`src/rtl/debounce_pkg.sv`:
```
// Shared constants, types and helpers for the debounce_bank slice.
// The quadrature decoder types are used only when DEBOUNCE_QUAD_EN is defined.
package debounce_pkg;

    localparam int unsigned DEB_DEFAULT_CNT = 167;

    // Encoder contact pair {A,B}, named in Gray order
    typedef enum logic [1:0] {
        Q00 = 2'b00,
        Q01 = 2'b01,
        Q11 = 2'b11,
        Q10 = 2'b10
    } quad_state_t;

    function automatic int unsigned clog2_min1(input int unsigned n);
        int unsigned w;
        w = $clog2(n);
        return (w < 1) ? 1 : w;
    endfunction

    function automatic quad_state_t gray_fwd(input quad_state_t s);
        quad_state_t nxt;
        case (s)
            Q00:     nxt = Q01;
            Q01:     nxt = Q11;
            Q11:     nxt = Q10;
            default: nxt = Q00;
        endcase
        return nxt;
    endfunction

endpackage

```
`src/rtl/debounce_chan.sv`:
```
// Single debounce channel: 2-flop synchroniser, stability counter,
// registered clean level with one-cycle rise/fall strobes and busy flag.
module debounce_chan
    import debounce_pkg::*;
#(
    parameter int unsigned CNT_MAX = DEB_DEFAULT_CNT,
    parameter logic        RST_VAL = 1'b0
) (
    input  logic i_clk,
    input  logic i_rst,
    input  logic i_din,
    output logic o_dout,
    output logic o_rise,
    output logic o_fall,
    output logic o_busy
);

    localparam int unsigned      CNT_W    = clog2_min1(CNT_MAX);
    localparam logic [CNT_W-1:0] CNT_LAST = CNT_W'(CNT_MAX - 1);

    logic             r_s0;
    logic             r_s1;
    logic             r_dout;
    logic             r_rise;
    logic             r_fall;
    logic [CNT_W-1:0] r_cnt;

    logic w_diff;
    logic w_accept;

    always_comb begin
        w_diff   = r_s1 ^ r_dout;
        w_accept = w_diff && (r_cnt == CNT_LAST);
    end

    always_ff @(posedge i_clk) begin
        if (i_rst) begin
            r_s0   <= RST_VAL;
            r_s1   <= RST_VAL;
            r_dout <= RST_VAL;
            r_cnt  <= '0;
            r_rise <= 1'b0;
            r_fall <= 1'b0;
        end else begin
            r_s0   <= i_din;
            r_s1   <= r_s0;
            r_rise <= 1'b0;
            r_fall <= 1'b0;
            // Any sample matching the clean level restarts the count
            if (!w_diff) begin
                r_cnt <= '0;
            end else if (w_accept) begin
                r_dout <= r_s1;
                r_cnt  <= '0;
                r_rise <= r_s1;
                r_fall <= ~r_s1;
            end else begin
                r_cnt <= r_cnt + CNT_W'(1);
            end
        end
    end

    assign o_dout = r_dout;
    assign o_rise = r_rise;
    assign o_fall = r_fall;
    assign o_busy = (r_cnt != '0);

endmodule

```
`src/rtl/debounce_bank.sv`:
```
// N-channel debouncer bank. Optional quadrature decoder on dout[1:0]
// is built when DEBOUNCE_QUAD_EN is defined (needs CH >= 2).
module debounce_bank
    import debounce_pkg::*;
#(
    parameter int unsigned CH      = 2,
    parameter int unsigned CNT_MAX = DEB_DEFAULT_CNT,
    parameter logic        RST_VAL = 1'b0
) (
    input  logic          clk,
    input  logic          rst,
    input  logic [CH-1:0] din,
    output logic [CH-1:0] dout,
    output logic [CH-1:0] rise,
    output logic [CH-1:0] fall,
    output logic [CH-1:0] busy
`ifdef DEBOUNCE_QUAD_EN
    ,
    output logic          qstep,
    output logic          qdir,
    output logic          qerr
`endif
);

    for (genvar g = 0; g < CH; g++) begin : g_chan
        debounce_chan #(
            .CNT_MAX (CNT_MAX),
            .RST_VAL (RST_VAL)
        ) u_chan (
            .i_clk  (clk),
            .i_rst  (rst),
            .i_din  (din[g]),
            .o_dout (dout[g]),
            .o_rise (rise[g]),
            .o_fall (fall[g]),
            .o_busy (busy[g])
        );
    end

`ifdef DEBOUNCE_QUAD_EN
    quad_state_t r_ab_prev;
    quad_state_t w_ab_now;
    logic [1:0]  w_delta;
    logic        w_single;
    logic        w_fwd;
    logic        r_qstep;
    logic        r_qdir;
    logic        r_qerr;

    // A is channel 0, B is channel 1; pair packed as {A,B}
    always_comb begin
        w_ab_now = quad_state_t'({dout[0], dout[1]});
        w_delta  = w_ab_now ^ r_ab_prev;
        w_single = (w_delta == 2'b01) || (w_delta == 2'b10);
        w_fwd    = (w_ab_now == gray_fwd(r_ab_prev));
    end

    always_ff @(posedge clk) begin
        if (rst) begin
            r_ab_prev <= quad_state_t'({RST_VAL, RST_VAL});
            r_qstep   <= 1'b0;
            r_qdir    <= 1'b0;
            r_qerr    <= 1'b0;
        end else begin
            r_ab_prev <= w_ab_now;
            r_qstep   <= w_single;
            r_qerr    <= (w_delta == 2'b11);
            if (w_single) begin
                r_qdir <= w_fwd;
            end
        end
    end

    assign qstep = r_qstep;
    assign qdir  = r_qdir;
    assign qerr  = r_qerr;
`endif

endmodule

```
`config.mk`:
```
export PLATFORM = sky130hd
export DESIGN_NAME = debounce_bank
export DESIGN_NICKNAME = d
export VERILOG_FILES = /design/src/rtl/debounce_pkg.sv /design/src/rtl/debounce_chan.sv /design/src/rtl/debounce_bank.sv
export SDC_FILE = /design/constraint.sdc
export NUM_CORES = 1
export LEC_CHECK = 0
export BUFFER_PORTS_ARGS = -buffer_cell sky130_fd_sc_hd__buf_2
export CAP_MARGIN = 40
export CORE_ASPECT_RATIO = 1.25
export CORE_MARGIN = 2
export CORE_UTILIZATION = 50
export DETAILED_ROUTE_END_ITERATION = 12
export MAX_ROUTING_LAYER = met4
export PLACE_DENSITY_LB_ADDON = 0.08
export SLEW_MARGIN = 15
export SYNTH_ARGS = -nofsm -noshare
export SYNTH_HDL_FRONTEND = slang
export SYNTH_SLANG_ARGS = --single-unit
```
`constraint.sdc`:
```
create_clock -name clk -period 1.6 [get_ports clk]
set_clock_uncertainty 0.05 [all_clocks]
set_input_delay 0.32 -clock clk [delete_from_list [all_inputs] [get_ports clk]]
set_output_delay 0.32 -clock clk [all_outputs]
set_load 0.02 [all_outputs]
```
### Yosys cells after proc, flatten, opt, wreduce, memory -nomap -nowiden

Index checks and enable logic that the tools add are counted.
Widths: inputs -> output; s select.

| word-level totals | value |
|---|---|
| input bits | 4 |
| output and inout port bits | 8 |
| logic and storage cells | 34 |
| memories | 0 |
| RAM bits | 0 |
| latch bits | 0 |
| bits in registers | 26 |
| memory bits (read-only) | 0 |

| operators by class | value |
|---|---|
| shifts and indexed selects | 0 |
| bitwise logic cells | 8 |
| reduce and logical (&&, ||, !) cells | 10 |
| eq/ne operators | 2 |
| order comparisons | 0 |
| $add $sub $neg | 2 |
| $mul | 0 |
| divide/modulo/power cells | 0 |
| multiplexer cells | 0 |

Operators by type and width:

| kind | number |
|---|---|
| $add 8x1->8 const B | 2 |
| $eq 8x8->1 const B | 2 |
| $reduce_bool 8->1 | 2 |
| $reduce_or 3->1 | 4 |
| $not 1->1 | 6 |
| $reduce_and 2->1 | 2 |
| $logic_and 1x1->1 | 2 |
| $xor 1x1->1 | 2 |

### Logic depth before layout (Yosys ltp)

| logic depth | value |
|---|---|
| depth in word-level cells | 4 |
| gate-level depth with buffers | 5 |
| gate-level depth less buffers | 5 |

### By module

From an unflattened synthesis, not the netlist that was laid out.

| second synthesis, totals | value |
|---|---|
| cell total of the unflattened synthesis | 122 |
| area total of the unflattened synthesis | 1098.6 µm² |

By module, submodules not included:

| module | times used | area an instance (µm²) | seq. area each (µm²) | cells each |
|---|---|---|---|---|
| debounce_chan | 2 | 549.3 | 260.2 | 61 |

### Worst setup path before layout

Ideal clock, no wire load.

| path | value |
|---|---|
| kind | register -> output |
| start point | register g_chan[0].u_chan.r_cnt[3] |
| end point | output port busy[0] |
| path buffers | 1 |
| setup slack | -0.110 ns |
| cell stages (with the launch flop) | 4 |
| required time | 1.230 ns |
| arrival | 1.340 ns |
| cells stage by stage | dfxtp_1 or3_4 or4_1 buf_4 |

| between the ends | value |
|---|---|
| word-level cells in the longest chain between the ends | 1 |

Ends and longest elaborated chain:

| what | RTL line | source |
|---|---|---|
| from (decl) | debounce_chan.sv:26 | `logic [CNT_W-1:0] r_cnt;` |
| from (signal assigned) | debounce_chan.sv:58 | `r_cnt <= r_cnt + CNT_W'(1);` |
| $reduce_bool 8->1 | debounce_chan.sv:66 | `assign o_busy = (r_cnt != '0);` |
| to (decl) | debounce_bank.sv:16 | `output logic [CH-1:0] busy` |

No other way between the ends.

### Worst setup path in the final report

| path | value |
|---|---|
| start point | register g_chan[1].u_chan.r_cnt[3] |
| end point | output port busy[1] |

| between the ends | value |
|---|---|
| word-level cells in the longest chain between the ends | 1 |

Ends and longest elaborated chain:

| what | RTL line |
|---|---|
| from (decl) | debounce_chan.sv:26 |
| from (signal assigned) | debounce_chan.sv:58 |
| $reduce_bool 8->1 | debounce_chan.sv:66 |

No other way between the ends.

==> impl_metrics.py <==
metrics = {
    "run_status": {
        "status": "finished with violations",
        "failed_checks": "negative setup slack",
    },
    "cts": {
        "clk_latency_ns": 0.31,
        "htreeDepth": 1,
        "numCtsBuffers": 3,
        "cts.clk_slew.worst_paths_ns": 0.14,
        "cts-root-buf": "clkbuf_4",
        "cts-root-to-sink-buffers": 2,
        "clkSinkCount": 26,
        "cts_tree": "yes",
    },
    "floorplan": {
        "ios": 12,
        "die-width_um": 46.9,
        "dieArea_mm2": 0.00270,
        "core_mm2": 0.00219,
        "start_util": 0.526,
        "die_h_um": 57.6,
        "rows": 19,
    },
    "route": {
        "drc": 0,
        "firstDrtPassIters": 4,
        "vias": 875,
        "wl_mm": 1.83,
        "avgRoutedWirePerCell_um": 10.3,
        "first_iter_violations": 15,
        "drtAntennaViolNets": 0,
        "via_per_inst": 4.92,
    },
    "layout": {
        "final_common_cell": "dfxtp_1",
        "diodes": 0,
        "instances_no_fill": 178,
        "fin_util": 0.621,
        "fin_nets": 158,
        "area_growth_pct": 18.2,
        "drive_above_1_share": 0.265,
        "layout_common_cells": "dfxtp_1, buf_4, inv_1, nor2_1, buf_2",
    },
    "placed_design": {
        "post-place-ws_ns": -0.0239,
        "detailed_place_hpwl_mm": 1.41,
        "place.gp.congestion": 0.797,
        "io_buffers": 11,
        "dp.cells": 173,
    },
    "sta": {
        "fmax_ghz": 0.508,
        "setup_viol": 2,
        "slew_violations": 0,
        "fin_ws_ns": -0.368,
        "hold_viol": 0,
        "rsz0062_at_grt": "yes",
        "tightest_slew_ns": 0.402,
        "min_period_over_period": 1.23,
        "tns_ns": -0.725,
        "finalCriticalPeriod_ns": 1.97,
        "relSlewSlack": 0.731,
    },
    "logic_synthesis": {
        "ys_warn_count": 0,
        "synth_ff_type": "dfxtp_1",
        "async_flop_share": 0,
        "yosysSeqAreaShare": 0.453,
        "yosys_register_bits": 26,
        "syn_area_mm2": 0.00115,
        "synth_cell_types": 22,
        "syn_nets": 137,
        "synth-edff-count": 0,
        "synthCells": 127,
        "synth_area_per_cell_um2": 9.05,
    },
    "grt": {
        "track_usage": 0.173,
        "antenna_found_initial": 0,
        "grt_pass1_wl_mm": 3.33,
        "grt_remaining_overflow": 0,
        "grt_max_degree": 16,
        "grt_pass1_vias": 826,
    },
    "setup_path": {
        "required_ns": 1.23,
        "cp-start-kind": "register",
        "arrival_ns": 1.60,
        "crit_type": "reg -> out",
        "crit_path_end_kind": "output port",
        "cp_max_fo": 2,
    },
    "power": {
        "p_leak_nw": 0.539,
        "power_density_mw_per_mm2": 836,
        "vdd_ir_drop_max_v": 0.000588,
    },
    "job": {
        "maxCapViolations": 0,
    },
    "hold_path": {
        "min-delay-path-class": "in -> reg",
    },
}
## critical path: stages, from the launching register on
cell and delay, ns:
dfxtp_2 0.35, or3_4 0.37, or4_4 0.42, buf_6 0.15
## synth_stat cells, types with 3 or more instances
library cell | n | share of area
ha_1 | 6 | 0.065
nand2_1 | 5 | 0.016
buf_4 | 8 | 0.052
or3_1 | 7 | 0.038
dfxtp_1 | 26 | 0.45
nand3_1 | 8 | 0.035
xor2_1 | 6 | 0.046
o21ai_0 | 7 | 0.030
or4_1 | 3 | 0.020
a21oi_1 | 8 | 0.035
nor2b_1 | 4 | 0.022
nor2_1 | 10 | 0.033
nand4_1 | 3 | 0.016
inv_1 | 10 | 0.033
nor3_1 | 4 | 0.017
## power breakdown
part	leakage, nW	total, W	switching [W]	internal (W)
logic	0.300	0.0000364	0.0000197	0.0000167
clock network	0.0279	0.000443	0.000190	0.000253
registers	0.211	0.000657	0.00000294	0.000654
total	0.539	0.00114	0.000213	0.000923
## per-layer routing
layer	routed length, um	track usage	vias up
met1	790	0.208	402
li1	-	-	463
met3	32	0.0280	2
met2	993	0.278	8
met4	17	0.0714	0
met5	0	-	-
## final timing paths
| check | start | end | slack (ns) | depth (start not counted) |
|---|---|---|---|---|
| setup / recovery | g_chan[1].u_chan.r_cnt[3] | busy[1] | -0.37 | 3 |
| hold reg to reg | g_chan[1].u_chan.r_s0 | g_chan[1].u_chan.r_s1 | 0.41 | 1 |
| setup reg to reg | g_chan[1].u_chan.r_cnt[3] | g_chan[1].u_chan.r_cnt[3] | 0.11 | 4 |
| hold / removal | din[1] | g_chan[1].u_chan.r_s0 | 0.16 | 2 |
## registers in the layout (all words and copies together) (netlist names)
name                  cells
g_chan.u_chan.o_dout      2
g_chan.u_chan.o_fall      2
g_chan.u_chan.o_rise      2
g_chan.u_chan.r_cnt      16
g_chan.u_chan.r_s0        2
g_chan.u_chan.r_s1        2
## cell type report
type,count,area (um2)
fillers,219,828
well taps,31,38.8
repair buffers,25,173
clock buffers,3,22.5
inverters,10,37.5
multi-input cells,82,534
clock inverters,1,30.0
flip-flops and latches,26,523
## stage by stage
step	power [W]	instance area (um2)	hold slack (ns)
2_1_floorplan	0.000694	1170	0.339
4_1_cts	0.00115	1350	0.150
3_5_place_dp	0.000705	1280	0.377
5_1_grt	0.00119	1360	0.121
6_report	0.00114	1360	0.158
3_3_place_gp	0.000705	1280	0.369
## kinds of logic after synthesis
kind of cell               after synthesis  synth area share
buffers and inverters                   19            0.0892
adders and majority gates                6            0.0653
DFF                                     26             0.453
and+or+nand+nor                         50             0.238
AOI/OAI and AO/OA                       18            0.0936
xor gates and xnor gates                 8            0.0609
## what timing repair did
| item | 4_1_cts | 5_1_grt |
|---|---|---|
| endpoints found under the setup margin | 2 | 2 |
| hold buffers | 0 | 0 |
| endpoints found under the hold margin | 0 | 0 |
| resized for setup | 5 | 0 |
| setup buffers | 0 | 1 |
| pin swaps | 0 | 0 |
Note: power is estimated with default switching activity, not from simulation.
